[src/rtl/fifo_pkg.sv]
// Shared constants and helpers for the parametrised FIFO family.
package fifo_pkg;

    // Read-mode selectors for the FWFT parameter
    localparam int MODE_STD  = 0;
    localparam int MODE_FWFT = 1;

    // Ceiling log2, used to size addresses and pointers from DEPTH
    function automatic int clog2(input int value);
        int result;
        int remaining;
        result    = 0;
        remaining = value - 1;
        for (int i = 0; i < 32; i++) begin
            if (remaining > 0) begin
                result++;
                remaining = remaining >> 1;
            end
        end
        return result;
    endfunction

endpackage

[src/rtl/fifo_ram.sv]
// Storage array for the FIFO: one synchronous write port, one asynchronous read port.
// Contents are deliberately not reset; the pointers decide what is valid.
module fifo_ram
    import fifo_pkg::*;
#(
    parameter int DATA_WIDTH = 8,
    parameter int DEPTH      = 16,
    parameter int ADDR_WIDTH = clog2(DEPTH)
) (
    input  logic                  clock,
    input  logic                  write_enable,
    input  logic [ADDR_WIDTH-1:0] write_addr,
    input  logic [DATA_WIDTH-1:0] write_data,
    input  logic [ADDR_WIDTH-1:0] read_addr,
    output logic [DATA_WIDTH-1:0] read_data
);

    logic [DATA_WIDTH-1:0] mem [DEPTH];

    // Store the incoming word at the write address on an accepted write
    always_ff @(posedge clock) begin
        if (write_enable) begin
            mem[write_addr] <= write_data;
        end
    end

    assign read_data = mem[read_addr];

endmodule

[src/rtl/fifo_param_buffer.sv]
// Parametrised single-clock FIFO with standard or first-word-fall-through reads,
// registered status flags, fill count, sticky error flags and synchronous flush.
module fifo_param_buffer
    import fifo_pkg::*;
#(
    parameter int DATA_WIDTH = 8,
    parameter int DEPTH      = 16,
    parameter int AFULL_LVL  = 12,
    parameter int AEMPTY_LVL = 4,
    parameter int FWFT       = MODE_STD
) (
    input  logic                    clock,
    input  logic                    reset,
    input  logic                    flush,
    input  logic                    write_Enable,
    input  logic                    read_Enable,
    input  logic [DATA_WIDTH-1:0]   buffer_Input,
    output logic [DATA_WIDTH-1:0]   buffer_Output,
    output logic                    sig_Full,
    output logic                    sig_Empty,
    output logic                    sig_Almost_Full,
    output logic                    sig_Almost_Empty,
    output logic [clog2(DEPTH):0]   fill_Count,
    output logic                    err_Overflow,
    output logic                    err_Underflow
);

    localparam int ADDR_WIDTH = clog2(DEPTH);
    localparam int PTR_WIDTH  = ADDR_WIDTH + 1;

    typedef logic [PTR_WIDTH-1:0] ptr_t;

    localparam ptr_t AFULL_COUNT  = ptr_t'(AFULL_LVL);
    localparam ptr_t AEMPTY_COUNT = ptr_t'(AEMPTY_LVL);

    // Reject illegal configurations at elaboration time
    if ((DEPTH < 2) || ((DEPTH & (DEPTH - 1)) != 0)) begin : g_bad_depth
        $error("fifo_param_buffer: DEPTH must be a power of two and at least 2");
    end
    if (!((AEMPTY_LVL < AFULL_LVL) && (AFULL_LVL <= DEPTH))) begin : g_bad_levels
        $error("fifo_param_buffer: need AEMPTY_LVL < AFULL_LVL <= DEPTH");
    end

    ptr_t                  wr_ptr_q, wr_ptr_d;
    ptr_t                  rd_ptr_q, rd_ptr_d;
    ptr_t                  count_q, count_d;
    logic                  full_q, full_d;
    logic                  empty_q, empty_d;
    logic                  afull_q, afull_d;
    logic                  aempty_q, aempty_d;
    logic                  ovf_q, ovf_d;
    logic                  unf_q, unf_d;
    logic [DATA_WIDTH-1:0] out_q, out_d;

    logic                  rd_accept;
    logic                  wr_accept;
    logic                  ram_write;
    logic [DATA_WIDTH-1:0] head_word;

    // A read needs data present; a write needs room, or a read freeing a slot in the same cycle
    assign rd_accept = read_Enable && !empty_q;
    assign wr_accept = write_Enable && (!full_q || rd_accept);
    assign ram_write = wr_accept && !flush && !reset;

    fifo_ram #(
        .DATA_WIDTH (DATA_WIDTH),
        .DEPTH      (DEPTH),
        .ADDR_WIDTH (ADDR_WIDTH)
    ) u_ram (
        .clock        (clock),
        .write_enable (ram_write),
        .write_addr   (wr_ptr_q[ADDR_WIDTH-1:0]),
        .write_data   (buffer_Input),
        .read_addr    (rd_ptr_q[ADDR_WIDTH-1:0]),
        .read_data    (head_word)
    );

    // Next-state for pointers, count, output register, sticky errors and all status flags
    always_comb begin
        wr_ptr_d = wr_ptr_q;
        rd_ptr_d = rd_ptr_q;
        count_d  = count_q;
        out_d    = out_q;
        ovf_d    = ovf_q;
        unf_d    = unf_q;

        if (flush) begin
            wr_ptr_d = '0;
            rd_ptr_d = '0;
            count_d  = '0;
            out_d    = '0;
        end else begin
            if (rd_accept) begin
                rd_ptr_d = rd_ptr_q + ptr_t'(1);
                if (FWFT == MODE_STD) begin
                    out_d = head_word;
                end
            end
            if (wr_accept) begin
                wr_ptr_d = wr_ptr_q + ptr_t'(1);
            end
            count_d = count_q + ptr_t'(wr_accept) - ptr_t'(rd_accept);
            if (write_Enable && !wr_accept) begin
                ovf_d = 1'b1;
            end
            if (read_Enable && empty_q) begin
                unf_d = 1'b1;
            end
        end

        full_d   = (wr_ptr_d[ADDR_WIDTH-1:0] == rd_ptr_d[ADDR_WIDTH-1:0]) &&
                   (wr_ptr_d[ADDR_WIDTH] != rd_ptr_d[ADDR_WIDTH]);
        empty_d  = (wr_ptr_d == rd_ptr_d);
        afull_d  = (count_d >= AFULL_COUNT);
        aempty_d = (count_d <= AEMPTY_COUNT);
    end

    // State register with synchronous reset taking priority over everything else
    always_ff @(posedge clock) begin
        if (reset) begin
            wr_ptr_q <= '0;
            rd_ptr_q <= '0;
            count_q  <= '0;
            full_q   <= 1'b0;
            empty_q  <= 1'b1;
            afull_q  <= 1'b0;
            aempty_q <= 1'b1;
            ovf_q    <= 1'b0;
            unf_q    <= 1'b0;
            out_q    <= '0;
        end else begin
            wr_ptr_q <= wr_ptr_d;
            rd_ptr_q <= rd_ptr_d;
            count_q  <= count_d;
            full_q   <= full_d;
            empty_q  <= empty_d;
            afull_q  <= afull_d;
            aempty_q <= aempty_d;
            ovf_q    <= ovf_d;
            unf_q    <= unf_d;
            out_q    <= out_d;
        end
    end

    assign buffer_Output    = (FWFT == MODE_FWFT) ? (empty_q ? '0 : head_word) : out_q;
    assign sig_Full         = full_q;
    assign sig_Empty        = empty_q;
    assign sig_Almost_Full  = afull_q;
    assign sig_Almost_Empty = aempty_q;
    assign fill_Count       = count_q;
    assign err_Overflow     = ovf_q;
    assign err_Underflow    = unf_q;

endmodule

[config.mk]
export PLATFORM = sky130hd
export DESIGN_NAME = fifo_param_buffer
export DESIGN_NICKNAME = d
export VERILOG_FILES = /design/src/rtl/fifo_pkg.sv /design/src/rtl/fifo_ram.sv /design/src/rtl/fifo_param_buffer.sv
export SDC_FILE = /design/constraint.sdc
export NUM_CORES = 1
export LEC_CHECK = 0
export CORE_UTILIZATION = 60
export CTS_CLUSTER_DIAMETER = 150
export DETAILED_ROUTE_END_ITERATION = 8
export GPL_ROUTABILITY_DRIVEN = 0
export HOLD_SLACK_MARGIN = 0.02
export PLACE_DENSITY_LB_ADDON = 0.15
export SETUP_SLACK_MARGIN = 0.02
export SLEW_MARGIN = 25
export SYNTH_ARGS = -nofsm -noshare
export SYNTH_HDL_FRONTEND = slang
export SYNTH_SLANG_ARGS = --single-unit
[constraint.sdc]
create_clock -name clock -period 4.9 [get_ports clock]
set_clock_uncertainty 0.2 [all_clocks]
set_input_delay 0.98 -clock clock [delete_from_list [all_inputs] [get_ports clock]]
set_output_delay 0.98 -clock clock [all_outputs]
set_load 0.03 [all_outputs]
; ---- After elaboration in Yosys (flattened, before gate mapping)
; Memories as Yosys holds them, arrays and structs flattened. A register that Yosys moved wholly into a read port is not among the register bits.
; Cells that the tools add are included.
[totals]
regBits = 21
mem_bits_rw = 128
input_bits = 13
out_inout_bits = 19
wordCells = 43
memories = 1
[classes]
addsub = 4
n_lt_le_gt_ge = 2
n_eq_ne = 3
n_mux = 7
bitwise = 1
n_reduce_logical = 16
[mem_list]
columns = name, depth, width, rd, rd_clocked_by_memory_dff, wr, line
row1 = u_ram.mem, 16, 8, 1, 1, 1, fifo_ram.sv:18  ; logic [DATA_WIDTH-1:0] mem [DEPTH];
[ops]
columns = operator, n
row1 = $mux 5, 5
row2 = $add 5x1->5 const B, 2
row3 = $logic_and 1x1->1, 7
row4 = $add 5x1->5, 1
row5 = $eq 5x5->1, 1
row6 = $ge 5x4->1 const B, 1
row7 = $le 5x3->1 const B, 1
row8 = $logic_not 1->1, 5
row9 = $sub 5x1->5, 1
row10 = $eq 4x4->1, 1
row11 = $reduce_and 2->1, 2
row12 = $mux 1, 2
row13 = $reduce_or 2->1, 1
row14 = $logic_or 1x1->1, 1
row15 = $ne 1x1->1, 1
row16 = $not 1->1, 1

; ---- Logic depth before layout (Yosys ltp)
; Gate-level depths: netlist of the first run.
[logic_depth]
word_depth = 8
ltp_mapped = 15

; ---- Modules after synthesis
; Synthesis of the first run repeated with hierarchy kept, for this count alone.
[hier_totals]
hier_cells = 374
hier_area_um2 = 6334.8
[by_module_without_submodules]
columns = mod, instances, cells_per_inst, area_each_um2
row1 = fifo_ram, 1, 221, 4987.3
row2 = fifo_param_buffer, 1, 153, 1347.5

; ---- Worst setup path after synthesis of the first run
; Ideal clock, no wire load.
[synth_timing]
path_kind = input to register
startpoint = input read_Enable
endpoint = register afull_q, in the netlist sig_Almost_Full
setup_ns = 0.116
arrival_ns = 2.981
setup_slack_ns = 1.603
stages = 15
cell_sequence = nand2b_1 -> buf_2 -> inv_2 -> o21ai_2 -> ha_1 -> inv_1 -> ha_1 -> inv_1 -> fa_1 -> inv_1 -> a21o_1 -> a21oi_1 -> xnor2_1 -> nor2_1 -> a31o_2
[synth_via]
elab_chain_len = 7
[synth_lines]
columns = element, line
row1 = from (decl), fifo_param_buffer.sv:16  ; input logic read_Enable,
row2 = $logic_and 1x1->1 (*), fifo_param_buffer.sv:61  ; assign rd_accept = read_Enable && !empty_q;
row3 = net rd_accept, fifo_param_buffer.sv:55  ; logic rd_accept;
row4 = $logic_or 1x1->1, fifo_param_buffer.sv:62  ; assign wr_accept = write_Enable && (!full_q || rd_accept);
row5 = $logic_and 1x1->1, fifo_param_buffer.sv:62
row6 = $add 5x1->5, fifo_param_buffer.sv:102  ; count_d = count_q + ptr_t'(wr_accept) - ptr_t'(rd_accept);
row7 = $sub 5x1->5 (*), fifo_param_buffer.sv:102
row8 = $mux 5 (*), fifo_param_buffer.sv:87  ; if (flush) begin
row9 = $ge 5x4->1 (*), fifo_param_buffer.sv:114  ; afull_d = (count_d >= AFULL_COUNT);
row10 = to (signal assigned), fifo_param_buffer.sv:137  ; afull_q <= afull_d;
row11 = to (decl), fifo_param_buffer.sv:49  ; logic afull_q, afull_d;
; Mark *: on every way through the listed nets, which the timed path passes. The rest lies on a longest branch.
; A chain may end at the register's enable or synchronous reset.

; ---- Final worst setup path of the first run
; Same ends and word-level chain as after synthesis.

==> flow_summary.json, run 1 <==
{
  "antenna_found_initial": 0,
  "vdd_ir_drop_max_v": 0.0002357,
  "avgSynthCellArea_sq_um": 17.59,
  "clock-sinks": 157,
  "cpMostUsedCell": "inv_1",
  "finalCritPeriodShare_pct": 71.63,
  "grt_max_degree": 28,
  "drv_slew": 0,
  "final_cell_mix": "128 x edfxtp_1, 34 x nor2_1, 31 x clkdlybuf4s50_1, 28 x dfxtp_1, 18 x clkbuf_16",
  "drt-initial-drc-count": 239,
  "hold_violations": 0,
  "layout.cells.non_filler": 547,
  "drt-total-wl_microns": 12010,
  "dieArea_sq_um": 10910,
  "synth_fp_nets": 382,
  "finalSetupViolCount": 0,
  "hold_start": "buffer_Output[6]",
  "slowest_stage": "clkdlybuf4s50_1",
  "critPathRequiredTime_ps": 5120,
  "max_stage_delay_ps": 430,
  "cp_max_fo": 9,
  "cts_tree": "built",
  "cts_resized": 0,
  "dp.cells": 515,
  "cts_buffers": 17,
  "area_growth_pct": 15.61,
  "vias": 3252,
  "io_buffers": 31,
  "rsz0062_at_grt": "false",
  "fmax_ghz": 0.2849,
  "dp_hpwl_microns": 7527,
  "drc": 0,
  "final_layout_size_suffix_gt1_share_pct": 14.60,
  "postRouteAntennaNets": 0,
  "die_h_microns": 104.5,
  "crit_type": "in2reg",
  "grt_usage_pct": 24.24,
  "fin_crit_ps": 3510,
  "arrival_ps": 3730,
  "max_cap_violations": 0,
  "power_leakage_nw": 2.387,
  "r2r-start": "sig_Empty",
  "grt_pass1_vias": 3309,
  "whs_ps": 250.5,
  "power_density_nw_per_um2": 390.0,
  "ys_ff_latch": 157,
  "root_buffer": "clkbuf_8",
  "grt_overflow": 0,
  "nFillCells": 660,
  "antenna_cells": 0,
  "fin_nets": 422,
  "post_drt_wl_per_cell_microns": 21.96,
  "vias_per_cell": 5.945,
  "startpoint": "read_Enable",
  "grt_pass1_wl_microns": 18900,
  "fp.dieW_microns": 104.5,
  "firstDrtPassIters": 5,
  "clk_pin_slew_ps": 70,
  "status": "finished, final reports clean",
  "relSlewSlack_pct": 35.72,
  "syn_inst": 358,
  "synth_top_area_share_pct": 61.03,
  "hold_buffers": 0,
  "yosys.area.top_type": "edfxtp_1",
  "core_sq_um": 10230,
  "h-tree-depth": 4,
  "final_common_cell": "edfxtp_1",
  "initial_core_util_pct": 61.56,
  "ys_types": 41,
  "ys_seq_area_share_pct": 70.24,
  "yosysWarnings": 0,
  "cp-end-kind": "flip-flop",
  "ios": 32,
  "hold_class": "reg2reg",
  "cts_buffer_depth": 2,
  "postCtsSetupRepairBufs": 0,
  "power_w": 0.002840,
  "netlist_area_sq_um": 6299,
  "crit_path_cell_trace": "clkdlybuf4s50_1 -> nand2b_1 -> inv_2 -> o21ai_2 -> ha_1 -> inv_1 -> ha_1 -> inv_1 -> fa_1 -> inv_1 -> a21o_1 -> a21oi_1 -> xnor2_1 -> nor2_1 -> a31o_2",
  "worst_pin_slew_ps": 962.9,
  "start_kind": "input port",
  "rows": 37,
  "finalSetupTns_ps": 0,
  "clkLatencyLatePin_ps": 530,
  "yosys-top-cells-area": "edfxtp_1 61%, dfxtp_1 9.2%, mux4_1 7.1%"
}
final timing paths:
path / to / slack [ps] / depth (start not counted)
worst max-delay path: sig_Almost_Full / 1390 / 15
worst min-delay path: buffer_Output[6] / 250 / 2
worst min register to register: buffer_Output[6] / 250 / 2
worst max register to register: sig_Almost_Full / 1870 / 14
sequential cells by signal (all words and copies together) (netlist names):
| register | flops |
|---|---|
| buffer_Output | 8 |
| err_Overflow | 1 |
| err_Underflow | 1 |
| fill_Count | 5 |
| rd_ptr_q | 5 |
| sig_Almost_Empty | 1 |
| sig_Almost_Full | 1 |
| sig_Empty | 1 |
| sig_Full | 1 |
| u_ram.mem | 128 |
| wr_ptr_q | 5 |
layer usage:
layer	GRT usage, %	wire, microns
met1	34.41	5426
met2	37.28	5775
met3	4.699	632
met4	10.00	180
met5	0	0
through the flow:
stage                     worst slack [ps]  util [%]  cell area, sq um
after floorplan                       1603         -              6299
after global placement               989.8     65.48              6699
after detailed placement             926.1     65.48              6699
after CTS                             1409     71.18              7282
after global routing                  1210     71.18              7282
final                                 1390     71.18              7282
critical path, delay by kind of cell:
kind | cells | cell delay [ps]
xor+xnor | 1 | 160
simple gates | 2 | 310
compound gates | 4 | 640
buf+inv | 5 | 780
fa+ha+maj | 3 | 850
final cells by class:
type / count / area, sq um / area share [%]
tap: 136 / 170.2 / 2.337
sequential: 157 / 4425 / 60.77
timing repair buffer: 37 / 355.3 / 4.880
clock buffer: 19 / 464.2 / 6.375
multi-input combinational: 172 / 1699 / 23.33
inverter: 13 / 48.80 / 0.6701
clock inverter: 13 / 118.9 / 1.632
report_power, final:
part | internal (W) | switching [W] | leakage (nW)
registers | 0.00145 | 0.00000588 | 1.39
logic | 0.0000450 | 0.0000648 | 0.724
clock network | 0.000704 | 0.000570 | 0.276
total | 0.00220 | 0.000641 | 2.39
cell families (layout without fill, tap and decap cells):
group | count (synthesis) | after routing | share of synthesized area, %
flops | 157 | 157 | 70.24
simple gates | 70 | 70 | 4.827
compound gates | 39 | 39 | 4.569
mux | 34 | 34 | 12.77
buf+inv | 29 | 82 | 2.781
xor+xnor | 18 | 18 | 2.503
fa+ha+maj | 11 | 11 | 2.304
cell usage after synthesis (all sizes together):
| master | n |
|---|---|
| xnor2 | 10 |
| nor3 | 5 |
| a41oi | 1 |
| nor2b | 1 |
| a21o | 2 |
| nand2 | 17 |
| o211ai | 1 |
| mux2i | 2 |
| and2b | 1 |
| xor2 | 8 |
| or2 | 1 |
| a31o | 1 |
| a21oi | 5 |
| clkdlybuf4s25 | 2 |
| a31oi | 1 |
| inv | 13 |
| fa | 1 |
| dfxtp | 29 |
| ha | 10 |
| nand2b | 3 |
| nand3 | 1 |
| mux4 | 32 |
| edfxtp | 128 |
| o21ai | 12 |
| nand4 | 5 |
| and2 | 2 |
| clkbuf | 6 |
| a221oi | 8 |
| nor2 | 34 |
| buf | 8 |
| a22o | 8 |
(Power assumes the default switching activity.)
==> inputs of run 2 (changes only) <==
--- a/config.mk
+++ b/config.mk
@@ -5,7 +5,7 @@
 export SDC_FILE = /design/constraint.sdc
 export NUM_CORES = 1
 export LEC_CHECK = 0
-export CORE_UTILIZATION = 60
+export CORE_UTILIZATION = 54
 export CTS_CLUSTER_DIAMETER = 150
 export DETAILED_ROUTE_END_ITERATION = 8
 export GPL_ROUTABILITY_DRIVEN = 0
==> constraint.sdc (replaced) <==
create_clock -name clock -period 3 [get_ports clock]
set_clock_uncertainty 0.2 [all_clocks]
set_input_delay 0.6 -clock clock [delete_from_list [all_inputs] [get_ports clock]]
set_output_delay 0.6 -clock clock [all_outputs]
set_load 0.03 [all_outputs]
==> run 2 against run 1 <==
  * First-iteration DRC count decreased by 33%
  * Worst hold slack improved by 12 ps
  * Via count increased by 1.2%
  * Total power increased by 59%
  * Non-clock buffer count increased by 23
  * Sequential power increased by 63%
  * Setup slack got worse by 1200 ps
  * Global-route usage decreased by 2.8 points
  * Cell count increased by 5.5%
  * Clock-buffer cell count decreased by 1
  * Sequential share of layout area decreased by 1.3 points
  * Clock power increased by 54%
  * Critical path type unchanged
  * Critical endpoint unchanged
  * Highest routed layer unchanged
==> flow_summary.json, run 2 (same netlist as run 1, synthesis figures left out) <==
{
  "clock-sinks": 157,
  "drc": 0,
  "finalSetupViolCount": 0,
  "r2r-start": "sig_Full",
  "cts_tree": "built",
  "fmax_ghz": 0.3523,
  "worst_pin_slew_ps": 763.7,
  "post_drt_wl_per_cell_microns": 20.69,
  "power_leakage_nw": 2.502,
  "top_layer": "met4",
  "postRouteAntennaNets": 0,
  "h-tree-depth": 4,
  "drt-initial-drc-count": 159,
  "rsz0062_at_grt": "true",
  "top_register": "u_ram.mem",
  "cts_buffers": 17,
  "power_w": 0.004528,
  "dr_wl_met2_microns": 6093,
  "firstDrtPassIters": 4,
  "dieArea_sq_um": 12100,
  "core_sq_um": 11370,
  "drt-total-wl_microns": 11940,
  "clkLatencyLatePin_ps": 420,
  "critPathRequiredTime_ps": 3110,
  "die_h_microns": 110,
  "wl_met3_microns": 575,
  "arrival_ps": 2950,
  "vdd_ir_drop_max_v": 0.0004039,
  "startpoint": "read_Enable",
  "ios": 32,
  "cp-end-kind": "flip-flop",
  "wl_met1_microns": 5114,
  "grt_overflow": 0,
  "status": "finished, final reports clean",
  "initial_core_util_pct": 55.40,
  "cts_resized": 0,
  "vias_per_cell": 5.705,
  "area_growth_pct": 18.14,
  "final_cell_mix": "128 x edfxtp_1, 34 x nor2_1, 31 x clkdlybuf4s50_1, 28 x dfxtp_1, 28 x buf_4",
  "cts_buffer_depth": 2,
  "start_kind": "input port",
  "io_buffers": 31,
  "grt_pass1_vias": 3227,
  "largest_reg_flops": 128,
  "root_buffer": "clkbuf_16",
  "hold_class": "reg2reg",
  "crit_type": "in2reg",
  "fin_nets": 445,
  "grt_pass1_wl_microns": 17830,
  "finalCritPeriodShare_pct": 94.62,
  "hold_start": "buffer_Output[1]",
  "fin_crit_ps": 2838,
  "cp-endpoint": "sig_Almost_Full",
  "clk_pin_slew_ps": 60,
  "drv_slew": 0,
  "hold_buffers": 0,
  "final_util_pct": 65.45,
  "rr_worst_depth": 13,
  "max_cap_violations": 0,
  "antenna_found_initial": 0,
  "reg2reg_slack_ps": 400,
  "relSlewSlack_pct": 48.90,
  "antenna_cells": 0,
  "final_layout_size_suffix_gt1_share_pct": 18.43,
  "reg2reg_to": "sig_Almost_Full",
  "cp_max_fo": 4,
  "fp.dieW_microns": 110,
  "postCtsSetupRepairBufs": 0,
  "grt_usage_pct": 21.43,
  "vias": 3292,
  "hold_violations": 0,
  "rows": 39,
  "dp_hpwl_microns": 7893,
  "final_common_cell": "edfxtp_1",
  "grt_max_degree": 20,
  "power_density_nw_per_um2": 608.6,
  "whs_path_depth": 2
}
==> run 2: changes by cell type in the layout (fill, tap and decap cells not counted), sizes merged <==
cell and change:
buf +23, bufinv +1, clkbuf -1, clkinv +6
clkinvlp -2, inv -4
==> run 2: layout make-up <==
type                       count  area, sq um
clock inverter                14        118.9
timing repair buffer          60        540.5
sequential                   157         4425
tap                          143        178.9
inverter                      13        48.80
multi-input combinational    172         1699
clock buffer                  18        429.2
fill                         799         3929
==> run 2: routing by layer <==
| layer | track usage (%) | up-vias |
|---|---|---|
| li1 | - | 1534 |
| met4 | 9.238 | 0 |
| met3 | 5.291 | 11 |
| met1 | 28.09 | 1679 |
| met2 | 34.24 | 68 |
| met5 | 0 | - |
==> run 2: worst min path at each step <==
stage | endpoint | slack, ps
2_1_floorplan | rd_ptr_q[4] | 290
3_3_place_gp | buffer_Output[1] | 240
3_5_place_dp | buffer_Output[1] | 250
4_1_cts | buffer_Output[1] | 260
5_1_grt | buffer_Output[1] | 270
6_report | buffer_Output[1] | 260
==> run 2: through the flow <==
stage | instances | cell area, sq um | setup slack, ps | setup TNS (ps) | hold slack, ps
3_3_place_gp | 545 | 6893 | -187.0 | -360.9 | 242.5
5_1_grt | 577 | 7441 | 17.13 | 0 | 269.0
3_5_place_dp | 545 | 6893 | -230.3 | -531.9 | 247.4
6_report | 577 | 7441 | 161.5 | 0 | 262.2
2_1_floorplan | 358 | 6299 | 83.09 | 0 | 285.5
4_1_cts | 577 | 7441 | 175.2 | 0 | 263.0
==> run 2: power breakdown <==
group	switching [W]	internal (W)
Combinational	0.000107	0.0000815
Sequential	0.0000104	0.00237
Clock	0.000820	0.00114
==> run 2: worst max-delay path, cell delays in order <==
cell and delay (ps):
clkdlybuf4s50_1 480, nand2b_1 90, inv_2 100, o21ai_2 70, ha_1 270, inv_1 60, ha_1 150, inv_1 50
fa_1 380, inv_1 70, a21o_1 100, a21oi_1 70, xnor2_1 160, nor2_1 90, a31o_2 210
